<file path="config.mk">
export PLATFORM = sky130hd
export DESIGN_NAME = mitchell_log_encoder_flat
export DESIGN_NICKNAME = d
export VERILOG_FILES = /design/src/rtl/mitchell_pkg.sv /design/src/rtl/mitchell_log_encoder_if.sv /design/src/rtl/mitchell_lod_pe.sv /design/src/rtl/mitchell_log_encoder.sv /design/src/flat_wrapper.sv
export SDC_FILE = /design/constraint.sdc
export NUM_CORES = 1
export LEC_CHECK = 0
export CORE_MARGIN = 4
export CORE_UTILIZATION = 50
export DETAILED_ROUTE_END_ITERATION = 10
export PLACE_DENSITY_LB_ADDON = 0.12
export REMOVE_ABC_BUFFERS = 1
export SLEW_MARGIN = 20
export SYNTH_ARGS = -nofsm -noshare
export SYNTH_HDL_FRONTEND = slang
export SYNTH_SLANG_ARGS = --single-unit
</file>
<file path="constraint.sdc">
create_clock -name clk -period 3 [get_ports clk]
set_input_delay 0.6 -clock clk [delete_from_list [all_inputs] [get_ports clk]]
set_output_delay 0.6 -clock clk [all_outputs]
set_load 0.03 [all_outputs]
</file>
<file path="src/rtl/mitchell_pkg.sv">
// Shared definitions for the Mitchell logarithmic encoder.
//   A_BW, B_BW   default operand widths
//   k_width()    width of a leading-one index for a given operand width
//   K_A_W/K_B_W  index widths at the default operand widths
//   enc_a_t/enc_b_t  encoded operand: leading-one index, left-aligned
//                    fraction with the leading one removed, zero flag
package mitchell_pkg;

    localparam int A_BW = 32;
    localparam int B_BW = 32;

    // Guard against a zero-width index for 1-bit operands.
    function automatic int k_width(input int bw);
        return (bw > 1) ? $clog2(bw) : 1;
    endfunction

    localparam int K_A_W = k_width(A_BW);
    localparam int K_B_W = k_width(B_BW);

    typedef struct packed {
        logic [K_A_W-1:0] k;
        logic [A_BW-1:0]  x;
        logic             zero_flag;
    } enc_a_t;

    typedef struct packed {
        logic [K_B_W-1:0] k;
        logic [B_BW-1:0]  x;
        logic             zero_flag;
    } enc_b_t;

endpackage

</file>
<file path="src/rtl/mitchell_log_encoder_if.sv">
// Handshake bundle between an operand source, the log encoder and the
// downstream Mitchell multiplication unit.
//   in_valid/in_ready/A/B         operand pair channel
//   out_valid/out_ready           encoded pair channel
//   k_1/k_2, x_1/x_2              leading-one index and fraction per operand
//   A_zero_flag/B_zero_flag       operand was zero
// Modports: slave = encoder view, master = environment view.
interface mitchell_log_encoder_if #(
    parameter int A_BW = mitchell_pkg::A_BW,
    parameter int B_BW = mitchell_pkg::B_BW
);
    import mitchell_pkg::*;

    localparam int KA_W = k_width(A_BW);
    localparam int KB_W = k_width(B_BW);

    logic            in_valid;
    logic            in_ready;
    logic [A_BW-1:0] A;
    logic [B_BW-1:0] B;
    logic            out_valid;
    logic            out_ready;
    logic [KA_W-1:0] k_1;
    logic [KB_W-1:0] k_2;
    logic [A_BW-1:0] x_1;
    logic [B_BW-1:0] x_2;
    logic            A_zero_flag;
    logic            B_zero_flag;

    modport slave (
        input  in_valid, A, B, out_ready,
        output in_ready, out_valid, k_1, k_2, x_1, x_2, A_zero_flag, B_zero_flag
    );

    modport master (
        output in_valid, A, B, out_ready,
        input  in_ready, out_valid, k_1, k_2, x_1, x_2, A_zero_flag, B_zero_flag
    );

endinterface

</file>
<file path="src/rtl/mitchell_lod_pe.sv">
// Leading-one detector plus priority encoder (purely combinational).
//   operand    value to examine
//   k          index of the most significant set bit (0 when operand <= 1)
//   zero_flag  operand is all zeros
module mitchell_lod_pe
    import mitchell_pkg::*;
#(
    parameter int BW = 32,
    parameter int KW = k_width(BW)
) (
    input  logic [BW-1:0] operand,
    output logic [KW-1:0] k,
    output logic          zero_flag
);

    // One-hot marker of the leading one: a bit qualifies only when every
    // bit above it is clear.
    logic [BW-1:0] lead;

    generate
        for (genvar gi = 0; gi < BW; gi++) begin : g_lead
            if (gi == BW - 1) begin : g_top
                assign lead[gi] = operand[gi];
            end else begin : g_rest
                assign lead[gi] = operand[gi] & ~(|operand[BW-1:gi+1]);
            end
        end
    endgenerate

    // lead is one-hot (or zero), so OR-ing the indices is a clean encode.
    always_comb begin
        k = '0;
        for (int i = 0; i < BW; i++) begin
            if (lead[i]) begin
                k = k | i[KW-1:0];
            end
        end
    end

    assign zero_flag = ~|operand;

endmodule

</file>
<file path="src/rtl/mitchell_log_encoder.sv">
// Mitchell logarithmic encoder: converts an operand pair into
// (leading-one index, left-aligned fraction, zero flag) per operand for
// the Mitchell multiplication unit. Two-stage elastic pipeline:
//   S1 holds operands, indices and zero flags;
//   S2 holds fractions, indices and zero flags and drives the outputs.
// Ports:
//   clk  single clock
//   rst  synchronous active-high reset
//   bus  mitchell_log_encoder_if.slave (operand in / encoded pair out)
module mitchell_log_encoder
    import mitchell_pkg::*;
#(
    parameter int A_BW = mitchell_pkg::A_BW,
    parameter int B_BW = mitchell_pkg::B_BW
) (
    input  logic                        clk,
    input  logic                        rst,
    mitchell_log_encoder_if.slave       bus
);

    localparam int KA_W = k_width(A_BW);
    localparam int KB_W = k_width(B_BW);

    // Operand widths expressed in the shift-amount width (one bit wider
    // than the index so a full-width shift is representable).
    localparam logic [KA_W:0] A_SPAN = A_BW[KA_W:0];
    localparam logic [KB_W:0] B_SPAN = B_BW[KB_W:0];

    // Leading-one detection ahead of S1
    logic [KA_W-1:0] k1_comb;
    logic [KB_W-1:0] k2_comb;
    logic            a_zero_comb;
    logic            b_zero_comb;

    mitchell_lod_pe #(.BW(A_BW)) u_lod_a (
        .operand   (bus.A),
        .k         (k1_comb),
        .zero_flag (a_zero_comb)
    );

    mitchell_lod_pe #(.BW(B_BW)) u_lod_b (
        .operand   (bus.B),
        .k         (k2_comb),
        .zero_flag (b_zero_comb)
    );

    // Stage registers
    logic            s1_valid_reg;
    logic [A_BW-1:0] s1_a_reg;
    logic [B_BW-1:0] s1_b_reg;
    logic [KA_W-1:0] s1_k1_reg;
    logic [KB_W-1:0] s1_k2_reg;
    logic            s1_az_reg;
    logic            s1_bz_reg;

    logic            s2_valid_reg;
    logic [A_BW-1:0] s2_x1_reg;
    logic [B_BW-1:0] s2_x2_reg;
    logic [KA_W-1:0] s2_k1_reg;
    logic [KB_W-1:0] s2_k2_reg;
    logic            s2_az_reg;
    logic            s2_bz_reg;

    // Elastic handshake: a stage advances when it is empty or its
    // successor is taking its contents this cycle. in_ready depends only
    // on state, out_ready and rst, never on in_valid.
    logic s2_load;
    logic s1_load;

    assign s2_load      = !s2_valid_reg || bus.out_ready;
    assign s1_load      = !s1_valid_reg || s2_load;
    assign bus.in_ready = !rst && s1_load;

    // Fraction = operand << (BW - k), truncated. Shifting by the full
    // width for k = 0 clears the value, covering operands 0 and 1.
    logic [KA_W:0]   sh_a;
    logic [KB_W:0]   sh_b;
    logic [A_BW-1:0] x1_next;
    logic [B_BW-1:0] x2_next;

    assign sh_a    = A_SPAN - {1'b0, s1_k1_reg};
    assign sh_b    = B_SPAN - {1'b0, s1_k2_reg};
    assign x1_next = s1_a_reg << sh_a;
    assign x2_next = s1_b_reg << sh_b;

    always_ff @(posedge clk) begin
        if (rst) begin
            s1_valid_reg <= 1'b0;
            s1_a_reg     <= '0;
            s1_b_reg     <= '0;
            s1_k1_reg    <= '0;
            s1_k2_reg    <= '0;
            s1_az_reg    <= 1'b0;
            s1_bz_reg    <= 1'b0;
            s2_valid_reg <= 1'b0;
            s2_x1_reg    <= '0;
            s2_x2_reg    <= '0;
            s2_k1_reg    <= '0;
            s2_k2_reg    <= '0;
            s2_az_reg    <= 1'b0;
            s2_bz_reg    <= 1'b0;
        end else begin
            if (s1_load) begin
                s1_valid_reg <= bus.in_valid;
                if (bus.in_valid) begin
                    s1_a_reg  <= bus.A;
                    s1_b_reg  <= bus.B;
                    s1_k1_reg <= k1_comb;
                    s1_k2_reg <= k2_comb;
                    s1_az_reg <= a_zero_comb;
                    s1_bz_reg <= b_zero_comb;
                end
            end
            // S2 data only changes when a new pair arrives, so the
            // outputs stay put while the consumer stalls.
            if (s2_load) begin
                s2_valid_reg <= s1_valid_reg;
                if (s1_valid_reg) begin
                    s2_x1_reg <= x1_next;
                    s2_x2_reg <= x2_next;
                    s2_k1_reg <= s1_k1_reg;
                    s2_k2_reg <= s1_k2_reg;
                    s2_az_reg <= s1_az_reg;
                    s2_bz_reg <= s1_bz_reg;
                end
            end
        end
    end

    assign bus.out_valid   = s2_valid_reg;
    assign bus.k_1         = s2_k1_reg;
    assign bus.k_2         = s2_k2_reg;
    assign bus.x_1         = s2_x1_reg;
    assign bus.x_2         = s2_x2_reg;
    assign bus.A_zero_flag = s2_az_reg;
    assign bus.B_zero_flag = s2_bz_reg;

endmodule

</file>
<file path="src/flat_wrapper.sv">
// flat-port wrapper written by rule: the top's interface ports become plain ports
module mitchell_log_encoder_flat import mitchell_pkg::*;
#(
    parameter int A_BW = mitchell_pkg::A_BW,
    parameter int B_BW = mitchell_pkg::B_BW
)
  (clk, rst, bus_in_valid, bus_A, bus_B, bus_out_ready, bus_in_ready, bus_out_valid, bus_k_1, bus_k_2, bus_x_1, bus_x_2, bus_A_zero_flag, bus_B_zero_flag);
  mitchell_log_encoder_if #(.A_BW(A_BW), .B_BW(B_BW)) bus_i ();
  input  logic clk;
  input  logic rst;
  input wire logic [$bits(bus_i.in_valid)-1:0] bus_in_valid;
  input wire logic [$bits(bus_i.A)-1:0] bus_A;
  input wire logic [$bits(bus_i.B)-1:0] bus_B;
  input wire logic [$bits(bus_i.out_ready)-1:0] bus_out_ready;
  output wire logic [$bits(bus_i.in_ready)-1:0] bus_in_ready;
  output wire logic [$bits(bus_i.out_valid)-1:0] bus_out_valid;
  output wire logic [$bits(bus_i.k_1)-1:0] bus_k_1;
  output wire logic [$bits(bus_i.k_2)-1:0] bus_k_2;
  output wire logic [$bits(bus_i.x_1)-1:0] bus_x_1;
  output wire logic [$bits(bus_i.x_2)-1:0] bus_x_2;
  output wire logic [$bits(bus_i.A_zero_flag)-1:0] bus_A_zero_flag;
  output wire logic [$bits(bus_i.B_zero_flag)-1:0] bus_B_zero_flag;
  assign bus_i.in_valid = bus_in_valid;
  assign bus_i.A = bus_A;
  assign bus_i.B = bus_B;
  assign bus_i.out_ready = bus_out_ready;
  assign bus_in_ready = bus_i.in_ready;
  assign bus_out_valid = bus_i.out_valid;
  assign bus_k_1 = bus_i.k_1;
  assign bus_k_2 = bus_i.k_2;
  assign bus_x_1 = bus_i.x_1;
  assign bus_x_2 = bus_i.x_2;
  assign bus_A_zero_flag = bus_i.A_zero_flag;
  assign bus_B_zero_flag = bus_i.B_zero_flag;
  mitchell_log_encoder #(.A_BW(A_BW), .B_BW(B_BW)) u_core (.clk(clk), .rst(rst), .bus(bus_i));
endmodule
</file>
# Word level (Yosys, flattened, before mapping)
# Cells that the tools add are included.
# op_classes
n_addsub	2
multipliers	0
div_mod_pow	0
order_cmp	0
eq_ne	0
shift	2
n_mux	126
bitwise_logic	120
reduce_logical	74
# ops
cell	n
$mux W32	20
$mux W5	52
$mux W4	16
$reduce_or A32 Y1	2
$shl A32 B6 Y32	2
$and A1 B1 Y1	60
$not A1 Y1	60
$reduce_or A30 Y1	2
$reduce_or A29 Y1	2
$reduce_or A28 Y1	2
$reduce_or A27 Y1	2
$reduce_or A26 Y1	2
$reduce_or A25 Y1	2
$reduce_or A24 Y1	2
$reduce_or A23 Y1	2
$reduce_or A22 Y1	2
$reduce_or A21 Y1	2
$reduce_or A20 Y1	2
$reduce_or A19 Y1	2
$reduce_or A18 Y1	2
$reduce_or A17 Y1	2
$reduce_or A16 Y1	2
$reduce_or A15 Y1	2
$reduce_or A14 Y1	2
21 further kinds	78
# totals
register_bits	154
latch_bits	0
ram_bits	0
rom_bits	0
input_bits	68
mem_count	0

# Longest topological paths before layout
# logic_depth
depth_word	39
depth_mapped	13

# Modules after synthesis
# From an unflattened synthesis, not the netlist that was laid out.
# unflattened
hier_cells	1136
area_unflattened_um2	9432.8
# modules_own_cells
module	instances	cells_each	area_each_um2
mitchell_log_encoder	1	992	8533.2
mitchell_lod_pe at u_core.u_lod_b	1	72	454.2
mitchell_lod_pe at u_core.u_lod_a	1	72	445.4

# Worst setup path before layout
# No wires, ideal clock.
# synth_timing
path_kind	register to register
start	register u_core.s1_k2_reg[0]
end	register u_core.s2_x2_reg[27], in the netlist u_core.bus.x_2[27]
setup_ps	126
t_arrival_ps	2738
required_time_ps	2874
slack_ps	137
path_stages_with_launch	12
period_less_slack_ps	2863
path_cell_list	dfxtp_1 -> buf_2 -> buf_4 -> inv_1 -> buf_2 -> ha_1 -> buf_2 -> buf_2 -> mux2_2 -> mux4_2 -> a32oi_1 -> nand3_1
# synth_between
elab_chain_cells	7
# synth_lines
item	line	rtl
start: declaration	mitchell_log_encoder.sv:52	logic [KB_W-1:0] s1_k2_reg;
start signal: assignment	mitchell_log_encoder.sv:109	s1_k2_reg <= k2_comb;
$sub A6 B5 Y6	mitchell_log_encoder.sv:82	assign sh_b = B_SPAN - {1'b0, s1_k2_reg};
$shl A32 B6 Y32	mitchell_log_encoder.sv:84	assign x2_next = s1_b_reg << sh_b;
$mux W32	mitchell_log_encoder.sv:118	if (s1_valid_reg) begin
$mux W32	mitchell_log_encoder.sv:116	if (s2_load) begin
$mux W32	mitchell_log_encoder.sv:87	if (rst) begin
$mux W32	mitchell_log_encoder.sv:116	
$mux W32	mitchell_log_encoder.sv:87	
end signal: assignment	mitchell_log_encoder.sv:120	s2_x2_reg <= x2_next;
end: declaration	mitchell_log_encoder.sv:58	logic [B_BW-1:0] s2_x2_reg;
# Every way passes these cells. The select of a mux whose other input is x is not followed.
# A chain may end at the register's enable or synchronous reset.

# Final worst setup path
# layout_timing
start	register u_core.s1_k2_reg[1]
end	register u_core.s2_x2_reg[25], in the netlist u_core.bus.x_2[25]
# Same word-level chain as after synthesis.

==> flow_summary_export.csv <==
group,metric,value,unit
routing,ant_nets,0,
layout,antenna_cells,0,
clock_tree,cts_tree,"built",
sta,fin_worst_skew,0.00716,ns
synthesis,syn_area_per_cell,8.51,sq um
status,status,"complete, no violations",
synthesis,async_flop_share,0,%
synthesis,ys_types,77,
placement,place.gp.congestion,0.936,
pwr,p_comb_share,28.2,%
worst_setup_path,cp.arrival,3.10,ns
global_route,gr-usage-met2,37.0,%
worst_setup_path,cp_max_fo,17,
routing,vias_per_cell,6.09,
layout,nNetsFinal,1315,
placement,hpwlAfterDp,22000,microns
routing,dr.pass1.iters,8,
global_route,grt_pass1_wl,45900,microns
worst_setup_path,end_kind,"flop",
global_route,grt_use_met3,5.57,%
pwr,power_frac_seq,37.7,%
floorplan,start_util,50.8,%
pwr,power.density,510,mW/mm^2
global_route,met1_usage,41.3,%
synthesis,yosys-top-cells-area,"dfxtp_1 (32%), nand2_1 (9.4%), mux4_2 (9.2%), a21oi_1 (6.7%), mux2i_1 (6.0%)",
worst_setup_path,crit_type,"reg -> reg",
synthesis,yosysMostFrequentCell,"nand2_1",
synthesis,netlist_area,0.00950,sq mm
layout,final_util,63.1,%
synthesis,synth_common_cells,"nand2_1 (239), dfxtp_1 (154), a21oi_1 (128)",
pwr,clock_power_share,34.1,%
sta,rsz0062_at_grt,"false",
routing,drc,0,
sta,whs,0.451,ns
synthesis,synth_edf_count,0,
sta,finalCritPeriodShare,91.2,%
floorplan,std_cell_rows,50,
clock_tree,clock-root-buffer,"clkbuf_16",
worst_setup_path,crit_top_cell,"buf_4",
sta,worst_slew_pin_slew,0.871,ns
clock_tree,cts-resized-gates,0,
worst_setup_path,slowest_stage,"a2111oi_0",
worst_setup_path,cpLargestDelayFamily,"compound AO/OA/AOI/OAI gates",
clock_tree,cts-hold-fix-buffers,0,
worst_setup_path,crit_path_cell_trace,"inv_1, ha_1, buf_4, buf_4, mux4_2, nand2_1, a2111oi_0, a311oi_1, o21ai_1",
clock_tree,cts_buffers,17,
synthesis,ys_seq_area_share,32.4,%
clock_tree,clockBufferDepth,2,
synthesis,yosysTopAreaCell,"dfxtp_1",
sta,setup_viol,0,
sta,tns,0,ns
synthesis,syn_inst,1117,
sta,hold_viol_final,0,
floorplan,io_pins,146,
routing,wl_per_cell,19.3,microns
global_route,grt_overflow,0,
worst_setup_path,startpoint_type,"flop",
global_route,top_usage_layer,"met1",
pwr,power.internal,4030,uW
layout,fin_cells,1492,
pwr,p_sw,1990,uW
layout,drive_gt1_share,14.2,%
worst_hold_path,hold_path_class,"reg -> reg",
worst_setup_path,critPathBufInv,3,
clock_tree,worstSkewPairLatency,0.43,ns
placement,dp_cells,1460,
layout,fillers,1697,
pwr,peakVddDrop,412,uV
routing,drt_iter0_drc,960,
sta,drv_slew,0,
clock_tree,cts.clk_slew.worst_paths,0.07,ns
global_route,grt_pass1_vias,8302,
worst_setup_path,cp_slowest_stage_delay,0.67,ns
routing,wl,28800,microns
synthesis,ys.flop_type,"dfxtp_1",
layout,syn_to_final_growth,24.2,%
sta,worst_slack,0.264,ns
synthesis,post-synth-top-area-fraction,32.4,%
run,drv_cap,0,
sta,relSlewSlack,41.5,%
global_route,antenna_found_initial,0,
clock_tree,cts_setup_buffers,0,
worst_setup_path,crit_required,3.36,ns
pwr,switching_share,33.1,%
clock_tree,cts-htree-levels,4,
pwr,p_leak,0.00422,uW
floorplan,chipHeight,146,microns
routing,vias,9092,
synthesis,yosys_warnings,0,
sta,period_minus_slack,2.74,ns
global_route,grtUsageTotal,26.4,%
placement,portBuffers,145,
floorplan,core_area,0.0187,sq mm
sta,fmax,0.365,GHz
floorplan,die-area,0.0213,sq mm
placement,dp_slack,0.0837,ns
synthesis,synth-seq-cells,154,
global_route,grt_max_degree,61,
floorplan,die_w,146,microns
clock_tree,cts.sinks,154,
-- placed cells by master, fill, tap and decap left out, types with 10 or more instances in the layout --
cell and instances:
nand2_1 238, dfxtp_1 152, clkdlybuf4s50_1 144, a21oi_1 126
mux2i_1 57, nor2_1 51, buf_4 46, mux4_2 39
o21ai_0 34, mux2_2 31, nor3_1 27, inv_1 24
nand3_1 20, nor4_1 18, clkbuf_16 17, a22o_1 15
nor2b_1 11, a222oi_1 11, a31oi_1 10
-- worst min-delay path: stages (launching register included) --
cell and delay [ns]:
dfxtp_1 0.33, nand2_1 0.04, o21ai_0 0.05
-- per-stage QoR --
step / cell area (sq um) / total power, uW
finish: 11800 / 6020
global route: 11800 / 6260
CTS: 11800 / 6010
detailed placement: 11200 / 3980
global placement: 11200 / 3970
floorplan: 9090 / 3330
-- routing by layer --
layer  routed length (microns)  part of all wire [%]
met5                         0                     0
met2                     11900                    41
met1                     14200                    49
met3                      2270                   7.9
met4                       429                   1.5
-- power by group through the flow --
| stage | Sequential, uW | Clock, uW | Combinational [uW] |
|---|---|---|---|
| finish | 2270 | 2050 | 1700 |
| global route | 2280 | 2150 | 1820 |
| CTS | 2260 | 2070 | 1680 |
| detailed placement | 2310 | 0 | 1670 |
| global placement | 2310 | 0 | 1670 |
| floorplan | 2400 | 0 | 934 |
-- cell type report --
type / instances / area [sq um] / area share [%]
inverter: 24 / 90.1 / 0.763
clock buffer: 20 / 437 / 3.70
tap: 234 / 293 / 2.48
sequential: 154 / 3090 / 26.1
timing repair buffer: 192 / 1830 / 15.5
clock inverter: 12 / 116 / 0.986
multi-input combinational: 856 / 5950 / 50.5
-- cell families after synthesis --
family	after synthesis	synth area share, %
and+or+nand+nor	420	20.4
AOI/OAI and AO/OA	287	19.5
DFF	154	32.4
muxes	141	21.3
buffers and inverters	107	5.32
xor gates and xnor gates	6	0.830
adders and majority gates	2	0.263
-- path summary, 6_finish.rpt --
check,from,end,slack (ns),cells after the start
max,u_core.s1_k2_reg[1],u_core.bus.x_2[25],0.26,9
min reg2reg,u_core.bus.x_2[11],u_core.bus.x_2[11],0.45,2
max reg2reg,u_core.s1_k2_reg[1],u_core.bus.x_2[25],0.26,9
min,u_core.bus.x_2[11],u_core.bus.x_2[11],0.45,2
(Power assumes the default switching activity.)
